**config.mk**
```make
export PLATFORM = sky130hd
export DESIGN_NAME = commit_unit_flat
export DESIGN_NICKNAME = d
export VERILOG_FILES = /design/src/rtl/commit_unit_if.sv /design/src/rtl/commit_unit.sv /design/src/flat_wrapper.sv
export SDC_FILE = /design/constraint.sdc
export NUM_CORES = 1
export LEC_CHECK = 0
export ABC_AREA = 1
export BUFFER_PORTS_ARGS = -buffer_cell sky130_fd_sc_hd__buf_2
export CORE_AREA = 2 2 359 361
export DETAILED_ROUTE_END_ITERATION = 16
export DIE_AREA = 0 0 361 363
export GPL_ROUTABILITY_DRIVEN = 1
export PLACE_DENSITY = 0.3
export SYNTH_ARGS = -nofsm -noshare
export SYNTH_HDL_FRONTEND = slang
export SYNTH_SLANG_ARGS = --single-unit
```
**constraint.sdc**
```tcl
create_clock -name clk -period 6.6 [get_ports clk]
set_clock_uncertainty 0.1 [all_clocks]
set_input_delay 1.98 -clock clk [delete_from_list [all_inputs] [get_ports clk]]
set_output_delay 1.98 -clock clk [all_outputs]
set_load 0.02 [all_outputs]
```
**src/rtl/commit_unit_if.sv**
```systemverilog
// commit_unit_if: shared types plus the reorder-buffer/commit/store bus of the commit unit
package commit_unit_pkg;
    localparam int BUF_SIZE = 8;
    typedef logic [3:0] tag_t;
    typedef logic [2:0] index_t;
    typedef logic [5:0] spectag_t;
    typedef enum logic [1:0] {S_NOT_USED, S_ISSUED, S_EXECUTED} e_state_t;
    typedef enum logic [1:0] {ALU, BRANCH, LOAD, STORE} unit_t;
    typedef struct packed {
        e_state_t   e_state;
        tag_t       tag;
        unit_t      unit;
        logic [4:0] dest;
        logic [31:0] result;
        logic [31:0] vk;
        logic [1:0] rwmm;
        spectag_t   speculative_tag;
        spectag_t   specific_speculative_tag;
    } entry_t;
endpackage

interface commit_unit_if;
    import commit_unit_pkg::*;
    entry_t           entries_all [BUF_SIZE];
    logic             flush;
    tag_t             flush_tag;
    logic             mem_ready;
    logic [1:0]       is_committed;
    index_t [1:0]     commit_index;
    logic [1:0]       reg_we;
    logic [1:0][4:0]  reg_waddr;
    logic [1:0][31:0] reg_wdata;
    logic             mem_valid;
    logic [31:0]      mem_addr;
    logic [31:0]      mem_data;
    logic [1:0]       mem_rwmm;
    spectag_t         spectag_release;
    logic [31:0]      retired_count;

    modport master (
        input  entries_all, flush, flush_tag, mem_ready,
        output is_committed, commit_index, reg_we, reg_waddr, reg_wdata,
               mem_valid, mem_addr, mem_data, mem_rwmm, spectag_release, retired_count
    );
    modport slave (
        output entries_all, flush, flush_tag, mem_ready,
        input  is_committed, commit_index, reg_we, reg_waddr, reg_wdata,
               mem_valid, mem_addr, mem_data, mem_rwmm, spectag_release, retired_count
    );
endinterface

```
**src/rtl/commit_unit.sv**
```systemverilog
// commit_unit: in-order two-wide retirement from the reorder buffer with a blocking store handshake
module commit_unit
    import commit_unit_pkg::*;
(
    input logic clk,
    input logic rst_n,
    commit_unit_if.master bus
);
    typedef enum logic {IDLE, WAIT} state_t;

    state_t     state, state_nx;
    tag_t       next_tag, tag_nx;
    index_t     store_idx;
    logic       skip_inc, skip_nx;
    logic [1:0] hit, rdy, ret;
    index_t     idx [2];
    logic       store_start;

    // Find the live entries carrying next_tag and next_tag+1; lowest index wins
    always_comb begin
        hit = '0;
        idx = '{default: '0};
        for (int i = BUF_SIZE - 1; i >= 0; i--) begin
            for (int s = 0; s < 2; s++) begin
                if (bus.entries_all[i].e_state != S_NOT_USED &&
                    bus.entries_all[i].tag == next_tag + 4'(s)) begin
                    hit[s] = 1'b1;
                    idx[s] = index_t'(i);
                end
            end
        end
    end

    // Slot readiness; slot1 may depend only on the branch retiring alongside it in slot0
    always_comb begin
        rdy[0] = hit[0] && bus.entries_all[idx[0]].e_state == S_EXECUTED &&
                 bus.entries_all[idx[0]].speculative_tag == '0;
        rdy[1] = hit[1] && bus.entries_all[idx[1]].e_state == S_EXECUTED &&
                 (bus.entries_all[idx[1]].speculative_tag &
                  ~bus.entries_all[idx[0]].specific_speculative_tag) == '0;
        store_start = state == IDLE && !bus.flush && rdy[0] && bus.entries_all[idx[0]].unit == STORE;
        ret[0] = !bus.flush && (state == WAIT ? bus.mem_ready
                                              : rdy[0] && bus.entries_all[idx[0]].unit != STORE);
        ret[1] = !bus.flush && state == IDLE && rdy[0] && rdy[1] &&
                 bus.entries_all[idx[0]].unit != STORE && bus.entries_all[idx[1]].unit != STORE;
    end

    // Commit, register-write and speculation-release outputs per slot
    always_comb begin
        bus.spectag_release = '0;
        for (int s = 0; s < 2; s++) begin
            bus.is_committed[s] = ret[s];
            bus.commit_index[s] = ret[s] ? (state == WAIT ? store_idx : idx[s]) : '0;
            bus.reg_we[s]       = ret[s] && state == IDLE && bus.entries_all[idx[s]].dest != '0 &&
                                  bus.entries_all[idx[s]].unit != BRANCH;
            bus.reg_waddr[s]    = bus.reg_we[s] ? bus.entries_all[idx[s]].dest : '0;
            bus.reg_wdata[s]    = bus.reg_we[s] ? bus.entries_all[idx[s]].result : '0;
            if (ret[s] && state == IDLE && bus.entries_all[idx[s]].unit == BRANCH)
                bus.spectag_release = bus.spectag_release | bus.entries_all[idx[s]].specific_speculative_tag;
        end
    end

    // Next tag pointer and store FSM; a flush seen while waiting already accounts for the store
    always_comb begin
        state_nx = state;
        tag_nx   = next_tag;
        skip_nx  = skip_inc;
        if (bus.flush) begin
            tag_nx  = bus.flush_tag;
            skip_nx = state == WAIT;
        end else if (state == WAIT) begin
            if (bus.mem_ready) begin
                state_nx = IDLE;
                tag_nx   = skip_inc ? next_tag : next_tag + 4'd1;
                skip_nx  = 1'b0;
            end
        end else if (store_start) begin
            state_nx = WAIT;
        end else begin
            tag_nx = next_tag + tag_t'(ret[0]) + tag_t'(ret[1]);
        end
    end

    // State, registered store request and retire counter
    always_ff @(posedge clk or negedge rst_n) begin
        if (!rst_n) begin
            state             <= IDLE;
            next_tag          <= '0;
            skip_inc          <= 1'b0;
            store_idx         <= '0;
            bus.mem_valid     <= 1'b0;
            bus.mem_addr      <= '0;
            bus.mem_data      <= '0;
            bus.mem_rwmm      <= '0;
            bus.retired_count <= '0;
        end else begin
            state             <= state_nx;
            next_tag          <= tag_nx;
            skip_inc          <= skip_nx;
            bus.mem_valid     <= state_nx == WAIT;
            bus.retired_count <= bus.retired_count + 32'(ret[0]) + 32'(ret[1]);
            if (store_start) begin
                store_idx    <= idx[0];
                bus.mem_addr <= bus.entries_all[idx[0]].result;
                bus.mem_data <= bus.entries_all[idx[0]].vk;
                bus.mem_rwmm <= bus.entries_all[idx[0]].rwmm;
            end
        end
    end
endmodule

```
**src/flat_wrapper.sv**
```systemverilog
// flat-port wrapper written by rule: the top's interface ports become plain ports
module commit_unit_flat import commit_unit_pkg::*;
  (clk, rst_n, bus_entries_all, bus_flush, bus_flush_tag, bus_mem_ready, bus_is_committed, bus_commit_index, bus_reg_we, bus_reg_waddr, bus_reg_wdata, bus_mem_valid, bus_mem_addr, bus_mem_data, bus_mem_rwmm, bus_spectag_release, bus_retired_count);
  commit_unit_if bus_i ();
  input logic clk;
  input logic rst_n;
  input wire logic [$bits(bus_i.entries_all)-1:0] bus_entries_all;
  input wire logic [$bits(bus_i.flush)-1:0] bus_flush;
  input wire logic [$bits(bus_i.flush_tag)-1:0] bus_flush_tag;
  input wire logic [$bits(bus_i.mem_ready)-1:0] bus_mem_ready;
  output wire logic [$bits(bus_i.is_committed)-1:0] bus_is_committed;
  output wire logic [$bits(bus_i.commit_index)-1:0] bus_commit_index;
  output wire logic [$bits(bus_i.reg_we)-1:0] bus_reg_we;
  output wire logic [$bits(bus_i.reg_waddr)-1:0] bus_reg_waddr;
  output wire logic [$bits(bus_i.reg_wdata)-1:0] bus_reg_wdata;
  output wire logic [$bits(bus_i.mem_valid)-1:0] bus_mem_valid;
  output wire logic [$bits(bus_i.mem_addr)-1:0] bus_mem_addr;
  output wire logic [$bits(bus_i.mem_data)-1:0] bus_mem_data;
  output wire logic [$bits(bus_i.mem_rwmm)-1:0] bus_mem_rwmm;
  output wire logic [$bits(bus_i.spectag_release)-1:0] bus_spectag_release;
  output wire logic [$bits(bus_i.retired_count)-1:0] bus_retired_count;
  assign bus_i.entries_all = {>>{bus_entries_all}};
  assign bus_i.flush = bus_flush;
  assign bus_i.flush_tag = bus_flush_tag;
  assign bus_i.mem_ready = bus_mem_ready;
  assign bus_is_committed = bus_i.is_committed;
  assign bus_commit_index = bus_i.commit_index;
  assign bus_reg_we = bus_i.reg_we;
  assign bus_reg_waddr = bus_i.reg_waddr;
  assign bus_reg_wdata = bus_i.reg_wdata;
  assign bus_mem_valid = bus_i.mem_valid;
  assign bus_mem_addr = bus_i.mem_addr;
  assign bus_mem_data = bus_i.mem_data;
  assign bus_mem_rwmm = bus_i.mem_rwmm;
  assign bus_spectag_release = bus_i.spectag_release;
  assign bus_retired_count = bus_i.retired_count;
  commit_unit u_core (.clk(clk), .rst_n(rst_n), .bus(bus_i));
endmodule
```
==> qor.yml, run 1 <==
r2r_cells: 37
max_stage_delay_ns: 0.28
synth.ff_latch_count: 107
vias: 24030
fin_tns_setup_ns: -28.92
grt_pass1_vias: 23510
drive_gt1_frac: 0.4083
cts.sinks: 107
postCtsHoldBufs: 0
end_kind: "output pin"
yosysTopAreaCell: "dfrtp_1"
synth_top_family_by_area: "compound AO/OA/AOI/OAI gates"
chipWidth_microns: 361
setup_viol: 93
fillers: 14850
first_pass_iters: 5
fin_area_sq_um: 26890
core_sq_um: 127000
synth_cell_types: 49
r2r_start: "u_core.next_tag[2]$_DFFE_PN0P_"
cts_tree: "yes"
initial_core_util: 0.1246
grt_use_total: 0.1857
clk_path_buf_depth: 2
synth_edf_count: 0
synth_xor_area_frac: 0.03480
regToRegEndpoint: "u_core.bus.retired_count[30]$_DFF_PN0_"
regArea_sq_um: 2678
synthFlopType: "dfrtp_1"
synth_area_sq_um: 15820
setup.worst_path.start: "bus_entries_all[87]"
power_mw: 15.63
slew-limit-headroom: 0.3918
pre_cts_slack_ns: -0.8308
rows: 131
post-dp-hpwl_mm: 104.6
tightest_slew_ns: 0.9124
dp_cells: 5390
final-instance-count-excl-fill: 5509
drv_cap: 0
async_flop_share: 1.000
grt_max_degree: 121
layout-area-overhead-vs-synth_pct: 69.99
syn-num-nets: 3503
required_ns: 4.52
clkLatencyLatePin_ns: 0.44
syn_avg_cell_area_sq_um: 5.728
min_path_cells: 1
fin_ws_ns: -0.4089
hp-class: "flip-flop to flip-flop"
first_iter_violations: 1616
hold_end: "u_core.bus.retired_count[31]$_DFF_PN0_"
critPathKind: "input port to output pin"
dieArea_sq_um: 131000
synth.area.top_cells: "dfrtp_1 (17%), o21ai_0 (14%), nor2_1 (11%)"
drc: 0
crit_slowest_cell: "a31o_4"
yosysWarnings: 0
rsz0062_at_grt: "yes"
antenna_found_initial: 72
layout_common_cells: "buf_2 (838), nor2_1 (423), o21ai_0 (416)"
grt.overflow.total: 0
nNetsFinal: 4554
vdd_drop_max_v: 0.0002626
violations: "setup timing"
portBuffers: 924
yosys-mux-area-fraction: 0
fin_crit_sh: 1.062
synthSimpleGateAreaFrac: 0.3189
synth_top_area_share: 0.1692
htree_levels: 3
timing.critical_path.mode_cell: "nand2_1"
place_congestion: 0.8609
ys_seq_area_frac: 0.1692
min_period_ns: 7.009
cp_max_fo: 7
synth-compound-area-share: 0.3414
synth_fa_ha_area_frac: 0.004903
clk_pin_slew_ns: 0.10
root_buffer: "clkbuf_16"
arrival_ns: 4.93
rrSetupSlack_ns: 0.63
viasPerCell: 4.362
pin_count: 925
postPlaceCellArea_sq_um: 24100
multi_input_area_sq_um: 12060
fmax_ghz: 0.1427
power.density_nw_per_um2: 581.2
die_h_microns: 363
hold_viol: 0
grt_pass1_wl_mm: 176.7
postRouteAntennaNets: 0
start_kind: "input port"
syn_inst: 2762
routed_wl_mm: 130.3
p_leak_nw: 13.05
wl_per_cell_microns: 23.64
status: "finished, violations left"
min_from: "u_core.bus.retired_count[31]$_DFF_PN0_"
mostFrequentLayoutCell: "buf_2"
cts_buffers: 9
drv_slew: 0
timing repair:
item / 4_1_cts / 5_1_grt
pin swaps: 22 / 52
cloned: 5 / 14
gates resized for setup: 218 / 207
setup endpoints to repair: 96 / 100
buffers inserted: 18 / 38
cell type report:
type                       instances  share of cell area
tap                             1662             0.07732
sequential                       107             0.09956
multi-input combinational       2183              0.4484
antenna                           29            0.002698
inverter                         238             0.03475
clock inverter                     6            0.002326
timing repair buffer            1274              0.3260
clock buffer                      10            0.008886
logic make-up after synthesis:
family,after synthesis
AOI/OAI and AO/OA,967
buffers and inverters,474
xor gates and xnor gates,62
adders and majority gates,5
and+or+nand+nor,1147
DFF,107
synth_stat cells (4+ instances only):
| library cell | instances |
|---|---|
| nand3_1 | 166 |
| o21bai_1 | 10 |
| o31ai_1 | 47 |
| nand4_1 | 24 |
| or2_2 | 15 |
| buf_1 | 16 |
| clkbuf_1 | 125 |
| buf_4 | 13 |
| buf_2 | 60 |
| nor2_1 | 465 |
| inv_2 | 11 |
| xnor2_1 | 17 |
| a21oi_1 | 194 |
| xor2_1 | 44 |
| o32ai_1 | 9 |
| buf_6 | 22 |
| a211oi_1 | 4 |
| nor4_1 | 11 |
| o21ai_1 | 113 |
| o211ai_1 | 115 |
| o221ai_1 | 4 |
| o21ai_0 | 433 |
| nand3b_1 | 16 |
| dfrtp_1 | 107 |
| nand2_1 | 384 |
| o22ai_1 | 26 |
| nor3_2 | 40 |
| inv_1 | 226 |
| nor3_1 | 11 |
registers in the layout (all words and copies together), names as in the netlist:
register	count
u_core.bus.mem_data	32
u_core.bus.mem_valid	1
u_core.bus.mem_addr	32
u_core.bus.mem_rwmm	2
u_core.store_idx	3
u_core.skip_inc	1
u_core.next_tag	4
u_core.bus.retired_count	32
metrics by stage:
step           utilization  hold slack [ns]
2_1_floorplan            -           0.3594
3_3_place_gp        0.1897           0.3629
3_5_place_dp        0.1897           0.3716
4_1_cts             0.2002           0.3871
5_1_grt             0.2117           0.4189
6_report            0.2117           0.3799
critical path: cells and delay by family:
family / cells / cell delay [ns]
compound gates: 4 / 0.65
buf+inv: 8 / 1.06
simple gates: 14 / 1.22
how the worst max path moves through the flow:
stage	end	slack, ns	depth (start not counted)
CTS	bus_reg_wdata[41]	-0.48	22
floorplan	u_core.bus.retired_count[30]$_DFF_PN0_	-0.002	36
detailed placement	bus_commit_index[0]	-0.83	23
global placement	bus_commit_index[0]	-0.84	23
global route	bus_reg_wdata[33]	-0.56	22
finish	bus_reg_wdata[17]	-0.41	26
per-layer routing:
metal | vias up | track usage | routed length (microns)
li1 | 11530 | - | -
met1 | 11410 | 0.2374 | 56110
met2 | 891 | 0.3170 | 63200
met3 | 158 | 0.03514 | 7708
met4 | 46 | 0.05128 | 2958
met5 | - | 0 | 287
power by group:
part	switching [mW]	total (mW)	internal, mW
Sequential	0.149	1.01	0.865
Clock	0.378	0.658	0.280
Combinational	8.69	14.0	5.27
Note: power is estimated with default switching activity, not from simulation.
==> run 2: changes to the inputs <==
- CORE_AREA: 2 2 359 361 -> 5 5 362 364
- DIE_AREA: 0 0 361 363 -> 0 0 367 369
==> qor.yml, run 2 (synthesized netlist as in run 1, its figures left out) <==
p_comb_frac: 0.909
fin_crit_sh: 1.075
setup.worst_path.start: "bus_entries_all[88]"
place_congestion: 0.9087
clk_pin_slew_ns: 0.09
layout-area-overhead-vs-synth_pct: 87.01
p_switching_mw: 10.38
vias: 24960
slew-limit-headroom: 0.5176
hold_ws_ns: 0.3691
postPlaceCellArea_sq_um: 24170
drc: 0
root_buffer: "clkbuf_16"
r2r_start: "u_core.next_tag[0]$_DFFE_PN0P_"
min_from: "u_core.bus.retired_count[31]$_DFF_PN0_"
post-dp-hpwl_mm: 108.9
critPathKind: "input port to output pin"
status: "finished, violations left"
required_ns: 4.52
fillers: 14610
wl_per_cell_microns: 25.38
cts_tree: "yes"
final-instance-count-excl-fill: 5642
arrival_ns: 5.02
grt_use_total: 0.1933
chipWidth_microns: 367
power.density_nw_per_um2: 614.4
portBuffers: 924
viasPerCell: 4.425
p_leak_nw: 14.13
fin_ws_ns: -0.4952
drv_slew: 0
die_h_microns: 369
postCtsHoldBufs: 0
grt_pass1_vias: 24310
pwr-share-clk: 0.037
htree_levels: 3
drive_gt1_frac: 0.4520
final_util: 0.2329
routed_wl_mm: 143.2
first_iter_violations: 1954
postRouteAntennaNets: 0
hp-class: "flip-flop to flip-flop"
nNetsFinal: 4676
clk_path_buf_depth: 2
dieArea_sq_um: 135400
start_kind: "input port"
rows: 131
cts_buffers: 9
dp_cells: 5417
min_period_ns: 7.095
layout_common_cells: "buf_2 (819), o21ai_0 (413), nor2_1 (411)"
end_kind: "output pin"
drv_cap: 0
rsz0062_at_grt: "yes"
core_sq_um: 127000
hold_viol: 0
power_frac_seq: 0.055
tightest_slew_ns: 0.7236
regArea_sq_um: 2678
swShare: 0.5712
rrSetupSlack_ns: 0.47
antenna_found_initial: 76
fin_area_sq_um: 29590
grt_pass1_wl_mm: 188.9
first_pass_iters: 5
clkLatencyLatePin_ns: 0.44
grt.overflow.total: 0
fmax_ghz: 0.1409
power_mw: 18.18
setup_viol: 93
multi_input_area_sq_um: 12840
violations: "setup timing"
fin_tns_setup_ns: -27.86
cts.sinks: 107
grt_max_degree: 78
pin_count: 925
pre_cts_slack_ns: -0.9844
mostFrequentLayoutCell: "buf_2"
top_regs: "u_core.bus.mem_addr x32, u_core.bus.mem_data x32, u_core.bus.retired_count x32"
cell_internal_pwr_mw: 7.795
initial_core_util: 0.1246
vdd_drop_max_v: 0.0004401
cp_max_fo: 6
## run 2: cell count changes in the layout (fill, tap and decap cells not counted), moves of 14 or more
cell,previous run,this run
buf_2,838,819
buf_6,72,171
buf_8,9,23
nand2_1,340,308
nand2_2,38,57
nand3_1,132,109
nand3_2,33,48
nor2_4,23,48
nor3_2,37,9
nor3_4,10,37
## run 2: layout make-up
cell class,instances,share of cell area
inverters,238,0.03155
flip-flops and latches,107,0.09049
repair buffers,1397,0.3597
clock inverters,7,0.003087
well taps,1662,0.07028
diodes,40,0.003383
multi-input cells,2182,0.4339
clock buffers,9,0.007612
## run 2: per-layer routing
| metal | part of all wire | track usage |
|---|---|---|
| met1 | 0.42 | 0.2408 |
| met2 | 0.47 | 0.3175 |
| met3 | 0.076 | 0.05492 |
| met4 | 0.030 | 0.07119 |
| met5 | 0.0013 | 0 |
## run 2: what timing repair did
item	CTS	global route
setup buffers	101	61
resized for setup	501	300
cloned	18	20
pin swaps	74	109
setup endpoints to repair	96	100
## run 2: final timing paths
path | endpoint | cells past startpoint
worst min register to register | u_core.bus.retired_count[31]$_DFF_PN0_ | 1
max in group asynchronous | u_core.bus.mem_addr[15]$_DFFE_PN0P_ | 2
worst max register to register | u_core.bus.retired_count[31]$_DFF_PN0_ | 40
worst min-delay path | u_core.bus.retired_count[31]$_DFF_PN0_ | 1
worst max-delay path | bus_reg_wdata[53] | 27
min in group asynchronous | u_core.bus.mem_data[20]$_DFFE_PN0P_ | 1
## run 2: power by group through the flow
stage | Sequential [mW] | Clock (mW) | Combinational (mW)
final | 0.991 | 0.668 | 16.5
after global routing | 1.02 | 0.731 | 17.7
after CTS | 0.988 | 0.720 | 14.8
after global placement | 0.997 | 0 | 12.3
after detailed placement | 0.998 | 0 | 12.2
after floorplan | 1.22 | 0 | 6.40
## run 2: worst max-delay path, stage by stage
cell and delay [ns]:
buf_8 0.10, xnor2_4 0.16, nand3_2 0.11, nor2_4 0.16, nand2_1 0.06, nand2_1 0.06, nand2_1 0.06, nand2_1 0.07
nand2_2 0.09, nand2_4 0.13, nand2_8 0.11, buf_12 0.15, buf_6 0.12, a21oi_1 0.11, o21ai_1 0.08, nand3_1 0.12
nand2_2 0.11, nand3_2 0.08, nand2_2 0.07, nor2_4 0.14, nand2_4 0.06, buf_6 0.13, buf_16 0.15, buf_16 0.17
buf_6 0.13, nor3_4 0.13, buf_6 0.15
==> run 3: changes to the inputs <==
- CELL_PAD_IN_SITES_DETAIL_PLACEMENT: unset -> 0
- CELL_PAD_IN_SITES_GLOBAL_PLACEMENT: unset -> 1
- CORE_AREA: 5 5 362 364 -> 5 5 360 362
- DIE_AREA: 0 0 367 369 -> 0 0 365 367
- PLACE_DENSITY: 0.3 -> 0.4
==> qor.yml, run 3 (synthesized netlist as in run 1, its figures left out) <==
violations: "setup timing"
chipWidth_microns: 365
cts_buffers: 9
fin_crit_sh: 1.068
regToRegEndpoint: "u_core.bus.retired_count[31]$_DFF_PN0_"
clk_path_buf_depth: 2
p_leak_nw: 13.38
layout_common_cells: "buf_2 (822), nor2_1 (426), o21ai_0 (416)"
required_ns: 4.52
clkLatencyLatePin_ns: 0.40
grt.overflow.total: 0
grt_pass1_wl_mm: 186.9
rsz0062_at_grt: "yes"
fin_ws_ns: -0.4462
power.density_nw_per_um2: 607.2
grt_pass1_vias: 24150
hp-class: "flip-flop to flip-flop"
drc: 0
nNetsFinal: 4593
post-dp-hpwl_mm: 109.2
drv_slew: 0
pin_count: 925
hold_viol: 0
layout-area-overhead-vs-synth_pct: 75.83
top_regs: "u_core.bus.mem_addr x32, u_core.bus.mem_data x32, u_core.bus.retired_count x32"
dieArea_sq_um: 134000
initial_core_util: 0.1252
vdd_drop_max_v: 0.0002771
cts_tree: "yes"
routed_wl_mm: 137.7
portBuffers: 924
postRouteAntennaNets: 0
drv_cap: 0
mostFrequentLayoutCell: "buf_2"
end_kind: "output pin"
place_congestion: 0.8455
cp_max_fo: 7
final_util: 0.2201
core_sq_um: 126400
slew-limit-headroom: 0.4368
rrSetupSlack_ns: 0.46
r2r_start: "u_core.next_tag[0]$_DFFE_PN0P_"
min_from: "u_core.bus.retired_count[31]$_DFF_PN0_"
die_h_microns: 367
first_pass_iters: 6
pre_cts_slack_ns: -0.8703
fmax_ghz: 0.1419
root_buffer: "clkbuf_16"
viasPerCell: 4.376
min_path_cells: 1
start_kind: "input port"
htree_levels: 3
fillers: 14720
grt_use_total: 0.1936
cts.sinks: 107
wl_per_cell_microns: 24.85
grt_max_degree: 81
clk_pin_slew_ns: 0.08
rows: 131
tightest_slew_ns: 0.8448
min_period_ns: 7.046
critPathKind: "input port to output pin"
vias: 24250
r2r_cells: 38
first_iter_violations: 1740
antenna_found_initial: 60
arrival_ns: 4.97
status: "finished, violations left"
drive_gt1_frac: 0.4204
hold_end: "u_core.bus.retired_count[31]$_DFF_PN0_"
setup_viol: 91
[run 3: cell types whose count changed in the layout (fill, tap and decap cells not counted), sizes merged]
cell,previous run,this run
buf,1376,1302
diode,40,23
clkbuf,26,15
bufbuf,4,5
bufinv,1,2
clkinv,4,3
clkinvlp,1,0
nand2,389,390
[run 3: power breakdown]
part	internal [mW]	switching (mW)	leakage [nW]
clock network	0.338	0.347	0.158
logic	5.96	9.24	11.9
registers	0.865	0.144	1.37
total	7.16	9.73	13.4
[run 3: cell type report]
class	instances	area, sq um	area share
Multi-Input combinational cell	2183	12350	0.4440
Timing Repair Buffer	1313	9385	0.3374
Sequential cell	107	2678	0.09625
Tap cell	1662	2079	0.07475
Inverter	238	943.4	0.03391
Clock buffer	9	225.2	0.008096
Clock inverter	6	97.59	0.003508
Antenna cell	23	57.56	0.002069
[run 3: worst max path at each step]
stage | from | end | slack (ns) | cells after the start
after detailed placement | bus_entries_all[87] | bus_reg_wdata[61] | -0.87 | 24
after floorplan | bus_entries_all[362] | u_core.bus.retired_count[30]$_DFF_PN0_ | -0.002 | 36
after global placement | bus_entries_all[87] | bus_reg_wdata[61] | -0.85 | 24
final | bus_entries_all[725] | bus_reg_wdata[55] | -0.45 | 23
after CTS | bus_entries_all[87] | bus_reg_wdata[60] | -0.42 | 27
after global routing | bus_entries_all[181] | u_core.bus.retired_count[31]$_DFF_PN0_ | -0.62 | 44
[run 3: repair_timing]
action,in CTS,in global routing
pin swaps,36,86
setup endpoints to repair,95,100
cloned,18,3
buffers inserted,54,24
endpoints found under the hold margin,0,0
hold buffers,0,0
gates resized for setup,334,256
[run 3: through the flow]
step / cells / cell area, sq um / setup TNS (ns) / hold slack (ns) / total power, mW
after floorplan: 2762 / 15980 / -0.002191 / 0.3594 / 7.625
after global placement: 5411 / 24210 / -63.57 / 0.3608 / 13.64
after detailed placement: 5411 / 24210 / -61.21 / 0.3603 / 13.53
after CTS: 5498 / 26640 / -26.68 / 0.3800 / 16.63
after global routing: 5528 / 27790 / -45.25 / 0.3997 / 18.23
final: 5541 / 27820 / -27.28 / 0.3744 / 16.89
[run 3: worst max-delay path, stage by stage]
cell and delay (ns):
buf_2 0.11, xnor2_1 0.24, nand4_1 0.28, nand2_2 0.21
inv_2 0.08, o21ai_4 0.09, buf_12 0.17, buf_12 0.10
buf_4 0.11, nand3_2 0.09, nand3_4 0.10, nand2_4 0.08
nand3_1 0.10, nand2_2 0.05, inv_1 0.06, nand2_2 0.07
nor2_4 0.18, nand2_8 0.11, buf_12 0.18, buf_4 0.15
buf_4 0.13, nor3_2 0.10, buf_4 0.17
[run 3: metal layers]
layer,global-route usage,vias to the layer above,wire length (microns)
met5,0,-,172
met4,0.03931,24,2751
met3,0.03526,152,8380
met2,0.3390,866,66910
met1,0.2480,11600,59470
li1,-,11610,-
